--- src/rtl/jtag_scan_pkg.sv ---
// rtl/jtag_scan_pkg.sv - shared types and TMS sequences for the JTAG scan master
package jtag_scan_pkg;

    typedef enum logic [2:0] {
        RST_SEQ,
        IDLE,
        PRE,
        SHIFT,
        POST
    } state_t;

    // TMS sequences are applied LSB first, one bit per TCK cycle.
    // The *_LAST values are the index of the final bit of each sequence.
    localparam logic [7:0] TMS_RST     = 8'b0001_1111;  // 1,1,1,1,1,0 -> TLR then RTI
    localparam logic [2:0] RST_LAST    = 3'd5;
    localparam logic [7:0] TMS_PRE_DR  = 8'b0000_0001;  // 1,0,0 -> Shift-DR
    localparam logic [2:0] PRE_DR_LAST = 3'd2;
    localparam logic [7:0] TMS_PRE_IR  = 8'b0000_0011;  // 1,1,0,0 -> Shift-IR
    localparam logic [2:0] PRE_IR_LAST = 3'd3;
    localparam logic [7:0] TMS_POST    = 8'b0000_0001;  // 1,0 -> Update-xR, RTI
    localparam logic [2:0] POST_LAST   = 3'd1;

    // Gowin IDCODE, handy for benches driving a behavioural TAP.
    localparam logic [31:0] GOWIN_IDCODE = 32'h1100_481B;

    function automatic logic tms_bit(input logic [7:0] seq, input logic [2:0] idx);
        return seq[idx];
    endfunction

endpackage

--- src/rtl/jtag_scan_master_tck_gen.sv ---
// rtl/jtag_scan_master_tck_gen.sv - TCK divider with phase strobes
//
// Ports:
//   clk, rst_n  : system clock, asynchronous active-low reset
//   en          : run the divider; low holds TCK low and clears the count
//   tck_o       : generated TCK, CLK_DIV cycles low then CLK_DIV cycles high
//   fall_stb    : TCK falls at the end of this cycle (load next TMS/TDI)
//   sample_stb  : last cycle of the high phase (sample synchronised TDO)
//   cyc_done    : a full TCK cycle completes at the end of this cycle
module jtag_tck_gen #(
    parameter int CLK_DIV = 4
) (
    input  logic clk,
    input  logic rst_n,
    input  logic en,
    output logic tck_o,
    output logic fall_stb,
    output logic sample_stb,
    output logic cyc_done
);

    localparam int CNT_W = $clog2(CLK_DIV);
    localparam logic [CNT_W-1:0] CNT_LAST = CNT_W'(CLK_DIV - 1);

    logic [CNT_W-1:0] cnt;
    logic             phase_end;

    assign phase_end = en & (cnt == CNT_LAST);

    always_ff @(posedge clk or negedge rst_n) begin
        if (!rst_n) begin
            cnt   <= '0;
            tck_o <= 1'b0;
        end else if (!en) begin
            cnt   <= '0;
            tck_o <= 1'b0;
        end else if (cnt == CNT_LAST) begin
            cnt   <= '0;
            tck_o <= ~tck_o;
        end else begin
            cnt <= cnt + CNT_W'(1);
        end
    end

    // A TCK cycle ends with its falling edge, so the three strobes share one
    // cycle; they stay separate so each consumer names what it waits for.
    assign fall_stb   = phase_end & tck_o;
    assign sample_stb = phase_end & tck_o;
    assign cyc_done   = phase_end & tck_o;

endmodule

--- src/rtl/jtag_scan_master.sv ---
// rtl/jtag_scan_master.sv - on-chip JTAG initiator for IR/DR scans and TAP reset
//
// Ports:
//   sys_clk, sys_rst_n          : system clock, asynchronous active-low reset
//   cmd_valid/cmd_ready         : command handshake, accepted on valid & ready
//   cmd_reset, cmd_ir           : TAP reset request / IR (1) or DR (0) scan
//   cmd_len, cmd_data           : scan length 1..MAX_LEN, TDI bits LSB first
//   rsp_valid, rsp_err, rsp_data: completion pulse, illegal-length flag, TDO bits
//   busy                        : a scan or reset sequence is running
//   tck_o, tms_o, tdi_o, tdo_i  : JTAG pins (tdo_i asynchronous)
module jtag_scan_master #(
    parameter int CLK_DIV = 4,
    parameter int MAX_LEN = 32,
    parameter int LEN_W   = 6
) (
    input  logic               sys_clk,
    input  logic               sys_rst_n,
    input  logic               cmd_valid,
    output logic               cmd_ready,
    input  logic               cmd_reset,
    input  logic               cmd_ir,
    input  logic [LEN_W-1:0]   cmd_len,
    input  logic [MAX_LEN-1:0] cmd_data,
    output logic               rsp_valid,
    output logic               rsp_err,
    output logic [MAX_LEN-1:0] rsp_data,
    output logic               busy,
    output logic               tck_o,
    output logic               tms_o,
    output logic               tdi_o,
    input  logic               tdo_i
);

    import jtag_scan_pkg::*;

    localparam logic [MAX_LEN-1:0] MASK_FIRST = {{(MAX_LEN-1){1'b0}}, 1'b1};

    state_t             state, state_n;
    logic [LEN_W-1:0]   bit_cnt, bit_cnt_n;
    logic [LEN_W-1:0]   len_q, len_n;
    logic               ir_q, ir_n;
    logic               rst_cmd_q, rst_cmd_n;
    logic [MAX_LEN-1:0] sh_q, sh_n;
    logic [MAX_LEN-1:0] cap_q, cap_n;
    logic [MAX_LEN-1:0] mask_q, mask_n;
    logic [MAX_LEN-1:0] rsp_data_n;
    logic               rsp_valid_n, rsp_err_n;
    logic               tms_n, tdi_n;
    logic               cmd_accept;
    logic               div_en;
    logic [1:0]         tdo_sync;
    logic               tdo_s;
    logic               fall_stb, sample_stb, cyc_done;
    logic [7:0]         pre_seq;
    logic [2:0]         pre_last;

    jtag_tck_gen #(
        .CLK_DIV (CLK_DIV)
    ) u_tck_gen (
        .clk        (sys_clk),
        .rst_n      (sys_rst_n),
        .en         (div_en),
        .tck_o      (tck_o),
        .fall_stb   (fall_stb),
        .sample_stb (sample_stb),
        .cyc_done   (cyc_done)
    );

    always_ff @(posedge sys_clk or negedge sys_rst_n) begin
        if (!sys_rst_n) tdo_sync <= 2'b00;
        else            tdo_sync <= {tdo_sync[0], tdo_i};
    end
    assign tdo_s = tdo_sync[1];

    assign pre_seq  = ir_q ? TMS_PRE_IR  : TMS_PRE_DR;
    assign pre_last = ir_q ? PRE_IR_LAST : PRE_DR_LAST;

    always_comb begin
        state_n     = state;
        bit_cnt_n   = bit_cnt;
        len_n       = len_q;
        ir_n        = ir_q;
        rst_cmd_n   = rst_cmd_q;
        sh_n        = sh_q;
        cap_n       = cap_q;
        mask_n      = mask_q;
        rsp_valid_n = 1'b0;
        rsp_err_n   = rsp_err;
        rsp_data_n  = rsp_data;
        tms_n       = tms_o;
        tdi_n       = tdi_o;
        cmd_ready   = 1'b0;
        busy        = 1'b1;
        div_en      = 1'b1;
        cmd_accept  = 1'b0;

        case (state)
            RST_SEQ: begin
                if (cyc_done) begin
                    if (bit_cnt == LEN_W'(RST_LAST)) begin
                        state_n   = IDLE;
                        bit_cnt_n = '0;
                        tms_n     = 1'b0;
                        tdi_n     = 1'b0;
                        // Only a commanded reset answers; power-on reset is silent.
                        if (rst_cmd_q) begin
                            rsp_valid_n = 1'b1;
                            rsp_err_n   = 1'b0;
                            rsp_data_n  = '0;
                        end
                        rst_cmd_n = 1'b0;
                    end else begin
                        bit_cnt_n = bit_cnt + LEN_W'(1);
                        tms_n     = tms_bit(TMS_RST, bit_cnt[2:0] + 3'd1);
                        tdi_n     = 1'b0;
                    end
                end
            end

            IDLE: begin
                cmd_ready = 1'b1;
                busy      = 1'b0;
                div_en    = 1'b0;
                tdi_n     = 1'b0;
                if (cmd_valid) begin
                    cmd_accept = 1'b1;
                    if (cmd_reset) begin
                        state_n   = RST_SEQ;
                        bit_cnt_n = '0;
                        rst_cmd_n = 1'b1;
                        tms_n     = 1'b1;
                    end else if ((cmd_len == '0) || (cmd_len > LEN_W'(MAX_LEN))) begin
                        rsp_valid_n = 1'b1;
                        rsp_err_n   = 1'b1;
                        rsp_data_n  = '0;
                        tms_n       = 1'b0;
                    end else begin
                        state_n   = PRE;
                        bit_cnt_n = '0;
                        len_n     = cmd_len;
                        ir_n      = cmd_ir;
                        sh_n      = cmd_data;
                        cap_n     = '0;
                        mask_n    = MASK_FIRST;
                        tms_n     = 1'b1;
                    end
                end
            end

            PRE: begin
                if (cyc_done) begin
                    if (bit_cnt == LEN_W'(pre_last)) begin
                        state_n   = SHIFT;
                        bit_cnt_n = '0;
                        tms_n     = (len_q == LEN_W'(1));
                        tdi_n     = sh_q[0];
                    end else begin
                        bit_cnt_n = bit_cnt + LEN_W'(1);
                        tms_n     = tms_bit(pre_seq, bit_cnt[2:0] + 3'd1);
                        tdi_n     = 1'b0;
                    end
                end
            end

            SHIFT: begin
                // mask_q walks one-hot from bit 0 so captured bit k lands at k.
                if (sample_stb) cap_n = cap_q | (mask_q & {MAX_LEN{tdo_s}});
                if (cyc_done) begin
                    mask_n = mask_q << 1;
                    sh_n   = sh_q >> 1;
                    if (bit_cnt == len_q - LEN_W'(1)) begin
                        state_n   = POST;
                        bit_cnt_n = '0;
                        tms_n     = 1'b1;
                        tdi_n     = 1'b0;
                    end else begin
                        bit_cnt_n = bit_cnt + LEN_W'(1);
                        tms_n     = (bit_cnt + LEN_W'(2) == len_q);
                        tdi_n     = sh_q[1];
                    end
                end
            end

            POST: begin
                if (cyc_done) begin
                    if (bit_cnt == LEN_W'(POST_LAST)) begin
                        state_n     = IDLE;
                        bit_cnt_n   = '0;
                        tms_n       = 1'b0;
                        rsp_valid_n = 1'b1;
                        rsp_err_n   = 1'b0;
                        rsp_data_n  = cap_q;
                    end else begin
                        bit_cnt_n = bit_cnt + LEN_W'(1);
                        tms_n     = tms_bit(TMS_POST, bit_cnt[2:0] + 3'd1);
                    end
                    tdi_n = 1'b0;
                end
            end

            default: state_n = RST_SEQ;
        endcase
    end

    always_ff @(posedge sys_clk or negedge sys_rst_n) begin
        if (!sys_rst_n) begin
            state     <= RST_SEQ;
            bit_cnt   <= '0;
            len_q     <= '0;
            ir_q      <= 1'b0;
            rst_cmd_q <= 1'b0;
            sh_q      <= '0;
            cap_q     <= '0;
            mask_q    <= MASK_FIRST;
            rsp_valid <= 1'b0;
            rsp_err   <= 1'b0;
            rsp_data  <= '0;
        end else begin
            state     <= state_n;
            bit_cnt   <= bit_cnt_n;
            len_q     <= len_n;
            ir_q      <= ir_n;
            rst_cmd_q <= rst_cmd_n;
            sh_q      <= sh_n;
            cap_q     <= cap_n;
            mask_q    <= mask_n;
            rsp_valid <= rsp_valid_n;
            rsp_err   <= rsp_err_n;
            rsp_data  <= rsp_data_n;
        end
    end

    // TMS/TDI change with the TCK falling edge, or on accept so the first
    // bit is stable for the whole first low phase.
    always_ff @(posedge sys_clk or negedge sys_rst_n) begin
        if (!sys_rst_n) begin
            tms_o <= 1'b1;
            tdi_o <= 1'b0;
        end else if (fall_stb || cmd_accept) begin
            tms_o <= tms_n;
            tdi_o <= tdi_n;
        end
    end

endmodule

--- config.mk ---
export PLATFORM = sky130hd
export DESIGN_NAME = jtag_scan_master
export DESIGN_NICKNAME = d
export VERILOG_FILES = /design/src/rtl/jtag_scan_pkg.sv /design/src/rtl/jtag_scan_master_tck_gen.sv /design/src/rtl/jtag_scan_master.sv
export SDC_FILE = /design/constraint.sdc
export NUM_CORES = 1
export LEC_CHECK = 0
export ABC_AREA = 1
export BUFFER_PORTS_ARGS = -buffer_cell sky130_fd_sc_hd__buf_2
export CAP_MARGIN = 20
export CORE_ASPECT_RATIO = 1.5
export CORE_MARGIN = 4
export CORE_UTILIZATION = 40
export DETAILED_ROUTE_END_ITERATION = 12
export PLACE_DENSITY_LB_ADDON = 0.08
export SLEW_MARGIN = 0
export SYNTH_ARGS = -nofsm -noshare
export SYNTH_HDL_FRONTEND = slang
export SYNTH_SLANG_ARGS = --single-unit
--- constraint.sdc ---
create_clock -name sys_clk -period 4.7 [get_ports sys_clk]
set_input_delay 0 -clock sys_clk [delete_from_list [all_inputs] [get_ports sys_clk]]
set_output_delay 0 -clock sys_clk [all_outputs]
set_load 0.02 [all_outputs]
==> results of run 1 <==
[cells in the mapped netlist (all sizes together)]
master / instances
a21oi: 3
nor3: 1
dfstp: 2
nand3: 110
o21ai: 63
clkbuf: 17
or2: 4
nand4: 3
o31ai: 16
xnor2: 2
inv: 84
ha: 9
clkinv: 1
xor2: 5
dfrtp: 152
nand2: 182
o211ai: 31
a31oi: 33
nor2: 70
buf: 27
[worst max-delay path: cells and delay by family, from the launching register on]
kind,cells,cell delay (ns)
buffers and inverters,1,0.15
and+or+nand+nor,7,2.58
DFF,1,0.41
[power breakdown]
group | switching, mW | internal (mW)
Combinational | 0.186 | 0.0942
Clock | 0.558 | 0.854
Sequential | 0.0144 | 1.36
[metrics by stage]
stage,instance area (µm²),power [mW],setup slack (ns),hold slack [ns]
floorplan,7159,1.569,3.023,-0.2956
global placement,7615,1.644,1.596,0.1153
detailed placement,7642,1.654,1.384,0.1231
CTS,8673,3.105,1.361,0.1246
global route,8673,3.192,1.079,0.1942
finish,8673,3.065,1.414,0.1565
[path summary, 6_finish.rpt]
check	start	endpoint	slack (ns)	cells after the start
hold / removal	cmd_valid	rst_cmd_q$_DFFE_PN0P_	0.16	5
setup / recovery	state[1]$_DFFE_PN0P_	rsp_data[3]$_DFFE_PN0P_	1.41	8
setup reg to reg	state[1]$_DFFE_PN0P_	rsp_data[3]$_DFFE_PN0P_	1.41	8
max in group asynchronous	sys_rst_n	mask_q[31]$_DFFE_PN0P_	3.19	3
hold reg to reg	tdo_sync[0]$_DFF_PN0_	tdo_sync[1]$_DFF_PN0_	0.35	0
min in group asynchronous	sys_rst_n	cap_q[19]$_DFFE_PN0P_	0.27	2
[cell families after synthesis]
| family | count (synthesis) | share of synthesized area |
|---|---|---|
| AOI/OAI and AO/OA | 146 | 0.1278 |
| xor gates and xnor gates | 7 | 0.008564 |
| DFF | 154 | 0.5386 |
| and+or+nand+nor | 370 | 0.2298 |
| adders and majority gates | 9 | 0.01573 |
| buffers and inverters | 129 | 0.07952 |
[area by class of cell]
class                           count  area [µm²]  area share
Tap cell                          213       266.5     0.03073
Clock inverter                     13       167.7     0.01933
Inverter                           85       319.1     0.03679
Multi-Input combinational cell    532        2734      0.3152
Sequential cell                   154        3856      0.4446
Timing Repair Buffer              128       887.1      0.1023
Clock buffer                       19       442.9     0.05107
[registers in the layout, indices dropped and copies added (netlist names), 2 cells and up]
signal and count:
cap_q 32, mask_q 32, rsp_data 32, sh_q 32, bit_cnt 6, len_q 6, state 3, tdo_sync 2
u_tck_gen.cnt 2
[metal layers]
metal	routed length, µm	track usage
met3	620	0.03501
met4	310	0.06387
met5	0	0
met1	7697	0.2363
met2	8510	0.2993
[cells in the final DEF, fill, tap and decap left out, types with 3 or more instances in the layout]
master         count
o211ai_2           5
nand2_1          177
xor2_1             5
o211ai_1          26
buf_4              3
o21ai_0           37
buf_2             81
nor2_4             3
a21oi_1            3
inv_2              6
o21ai_1           26
dlygate4sd3_1     42
inv_1             78
nand2_4            3
dfrtp_1          152
nor2_1            65
nand3_1          107
bufinv_16          3
o31ai_1           16
clkinv_4           4
a31oi_1           33
clkbuf_16         17
ha_1               9
[what timing repair did]
item | CTS | global route
hold endpoints to repair | 141 | 0
gates resized for setup | 0 | 0
hold buffers | 42 | 0
==> reports/results.ini, run 1 <==
[cells_and_area]
n_antenna_cell=0
area_delta_synth_final_pct=21.15
fillCellCount=1698
fin_util=0.4957
layout.nets=971
fin_cells=1144
layout-drive-gt1-share=0.1579

[timing]
fin_skew_ns=0.008447
slew_headroom=0.3298
setup_viol=0
finalHoldViolCount=0
fin_crit_ns=3.286
fin_crit_sh=0.6991
grt_setup_unrepaired=no
fmax_mhz=304.3
tightest_slew_ns=1.003
tns_ns=0
slew_violations=0

[critical_path]
worstSetupPathType=register to register
cp_cell_sequence=nor2_1, inv_1, nor2_4, nand2_1, nand3_2, nand2_2, nand3_1, nand2_1
cpMostUsedCell=nand2_1
critPathSlowestCell=nor2_4
required_ns=5.00
setup.worst_path.start_class=register
arrival_ns=3.59
path_max_fanout=36
critPathMaxStageDelay_ns=0.66
worstSetupEndpointType=register

[global_route]
grt_pass1_vias=5934
grt_pass1_wl_um=29130
antenna_found_initial=0
grt-ovfl-total=0
grt_usage=0.1811
grt_max_degree=103

[placement]
gp_congestion=0.9002
portBuffers=82
place_hpwl_um=11010
dp.cells=1070

[die]
fp.dieH_um=171.9
placementRows=59
die_width_um=117.2
dieArea_um2=20150
start_util=0.4092
io_pins=83
fp.coreArea_um2=17500

[drt]
final_antenna_net_count=0
num_vias=5953
wl_per_cell_um=14.98
first_iter_violations=319
drt_wl_total_um=17140
drt_first_pass_iters=5
drc_errors=0
vias_per_cell=5.204

[pwr]
power.density_nw_per_um2=353.4
peakVddDrop_mv=0.1734
p_leak_nw=4.447

[clock_tree]
htree_levels=4
clkSinkCount=154
cts-root-buf=clkbuf_16
post_cts_buffers=0
tritoncts=done
numCtsBuffers=17
clockBufferDepth=2
clkTransAtPathRegs_ns=0.06
clock_latency_ns=0.42

[run_status]
outcome=completed

[synth]
syn_inst=815
ys_ff_latch=154
syn_avg_cell_area_um2=8.784
ys_warn_count=0
synth_area_leader_cell=dfrtp_1
ys_top_cells_by_area=dfrtp_1 53%, nand2_1 9.3%, nand3_1 7.5%, inv_1 4.1%, nor2_1 3.4%
yosysUniqueCellTypes=36
netlist.area_leader.share=0.5313
netlist_area_um2=7159
synth_fp_nets=868
ys_seq_area_frac=0.5386

[flow_run]
maxCapViolations=0

[min_path]
hold_class=primary input to register

No activity file was read; power rests on OpenSTA's default activity.
==> inputs of run 2 (changes only) <==
==> constraint.sdc (replaced) <==
create_clock -name sys_clk -period 2.8 [get_ports sys_clk]
set_input_delay 0 -clock sys_clk [delete_from_list [all_inputs] [get_ports sys_clk]]
set_output_delay 0 -clock sys_clk [all_outputs]
set_load 0.02 [all_outputs]
==> run 2 against run 1 <==
Net effect: critical path depth is 2 higher; final area hardly changed; global-route usage shrank 0.62 points; clock power is 54% higher; count of clock-buffer cells in the layout rose by 3; register-to-register slack got worse by 0.80 ns; critical endpoint unchanged; routed wire length decreased by 3.3%; combinational power increased by 69%; clock skew about the same; setup slack worse by 0.80 ns; cell count grew 0.52%.
==> reports/results.ini, run 2 (same netlist as run 1, synthesis figures left out) <==
[critical_path]
cp_cell_sequence=inv_1, ha_1, nand4_1, inv_1, nand2_1, a21oi_1, nand3_2, nand2_2, nand3_1, nand2_1
critPathSlowestCell=nand2_2
required_ns=3.14  ; -1.86 ns
crit_family=simple AND/OR/NAND/NOR gates
setup.worst_path.start_class=register
worstSetupPathType=register to register
cp.depth=10  ; +2
r2r_start=bit_cnt[1]$_DFFE_PN0P_
path_buf_inv=2  ; +1
worstSetupEndpointType=register
arrival_ns=2.53  ; -1.06 ns
critPathMaxStageDelay_ns=0.49  ; -0.17 ns
crit_start=bit_cnt[1]$_DFFE_PN0P_
path_max_fanout=33  ; -8.3%
reg2regPathDepth=10  ; +2

[clock_tree]
htree_levels=4  ; unchanged
clkTransAtPathRegs_ns=0.06  ; about the same
clockBufferDepth=2  ; unchanged
cts_resized=0  ; unchanged
post_cts_buffers=0  ; unchanged
holdBufCountCts=42  ; unchanged
numCtsBuffers=17  ; unchanged
cts-root-buf=clkbuf_16
tritoncts=done
clkSinkCount=154  ; unchanged
clock_latency_ns=0.41  ; about the same

[timing]
fin_crit_sh=0.7802  ; +0.08114
slew_violations=0  ; unchanged
fin_crit_ns=2.185  ; -1.101 ns
grt_setup_unrepaired=no
tns_ns=0  ; unchanged
slew_headroom=0.4694  ; +0.1396
fin_skew_ns=0.008754  ; +0.0003070 ns
holdWs_ns=0.1234  ; -0.03307 ns
fmax_mhz=457.7  ; +50%
finalHoldViolCount=0  ; unchanged
post-route-worst-setup-slack_ns=0.6153  ; -0.7989 ns
setup_viol=0  ; unchanged
tightest_slew_ns=0.7959  ; -0.2071 ns

[drt]
vias_per_cell=5.088  ; -2.2%
first_iter_violations=295  ; -7.5%
final_antenna_net_count=0  ; unchanged
wl_per_cell_um=14.41  ; -3.8%
drt_first_pass_iters=5  ; unchanged
num_vias=5851  ; -1.7%
drt_wl_total_um=16570  ; -3.3%
drc_errors=0  ; unchanged

[min_path]
hold_class=primary input to register
min_from=cmd_valid
min_path_cells=6  ; +1

[pwr]
clockPowerShare=0.439  ; -0.022
switching_power_mw=1.185  ; +56%
power_frac_comb=0.096  ; +0.005
power.share.sequential=0.465  ; +0.017
power.internal_mw=3.768  ; +63%
swShare=0.2392  ; -0.008277
p_leak_nw=4.464  ; +0.37%
power.density_nw_per_um2=570.6  ; +61%
peakVddDrop_mv=0.3048  ; +76%
finalPower_mw=4.952  ; +62%

[placement]
pre_cts_slack_ns=0.6409  ; -0.7432 ns
place_hpwl_um=10960  ; -0.46%
dp.cells=1078  ; +0.75%
place_area_um2=7682  ; +0.52%
gp_congestion=0.9210  ; +2.3%
portBuffers=82  ; unchanged

[cells_and_area]
layout.nets=980  ; +0.93%
design_area_um2=8680  ; about the same
n_antenna_cell=0  ; unchanged
area_delta_synth_final_pct=21.23  ; about the same
final_cell_mix=177 x nand2_1, 152 x dfrtp_1, 107 x nand3_1, 81 x buf_2, 78 x inv_1
fillCellCount=1652  ; -2.7%
layout-drive-gt1-share=0.1601  ; +0.002191
fin_cells=1150  ; +0.52%
fin_util=0.4961  ; about the same
mostFrequentLayoutCell=nand2_1

[die]
fp.coreArea_um2=17500  ; unchanged
io_pins=83  ; unchanged
die_width_um=117.2  ; unchanged
dieArea_um2=20150  ; unchanged
placementRows=59  ; unchanged
start_util=0.4092  ; unchanged
fp.dieH_um=171.9  ; unchanged

[global_route]
antenna_found_initial=0  ; unchanged
grt_max_degree=88  ; -15%
grt-ovfl-total=0  ; unchanged
grt_usage=0.1749  ; -0.006214
grt_pass1_wl_um=28270  ; -3.0%
grt_pass1_vias=5867  ; -1.1%

[run_status]
outcome=completed

[flow_run]
maxCapViolations=0  ; unchanged

## run 2: worst paths after layout
path                                       endpoint  slack, ns
min in group asynchronous  rsp_data[22]$_DFFE_PN0P_       0.21
min                               tdi_o$_DFFE_PN0P_       0.12
max                         rsp_data[3]$_DFFE_PN0P_       0.62
max in group asynchronous     mask_q[0]$_DFFE_PN1P_       1.72
min reg2reg                   tdo_sync[1]$_DFF_PN0_       0.36
max reg2reg                 rsp_data[3]$_DFFE_PN0P_       0.62
## run 2: layer usage
metal | up-vias | track usage | share of wire
li1 | 2941 | - | -
met1 | 2790 | 0.2257 | 0.45
met2 | 111 | 0.2931 | 0.51
met3 | 9 | 0.03431 | 0.035
met4 | 0 | 0.05788 | 0.010
met5 | - | 0 | 0
## run 2: final cells by class
type                    instances  area (µm²)  share of cell area
repair buffers                137       954.7              0.1100
well taps                     213       266.5             0.03070
multi-input cells             532        2734              0.3150
clock buffers                  22       454.2             0.05233
clock inverters                 7       95.09             0.01096
inverters                      85       319.1             0.03676
flip-flops and latches        154        3856              0.4443
## run 2: power groups by stage
stage               Combinational (mW)  Sequential, mW  Clock (mW)
global route                     0.541            2.31        2.33
global placement                 0.415            2.35           0
finish                           0.474            2.30        2.17
floorplan                        0.293            2.34           0
CTS                              0.473            2.31        2.24
detailed placement               0.424            2.35           0
## run 2: worst min-delay path, delay by kind of cell
family / cells / cell delay [ns]
AND/OR/NAND/NOR: 5 / 0.36
buffers and inverters: 1 / 0.13
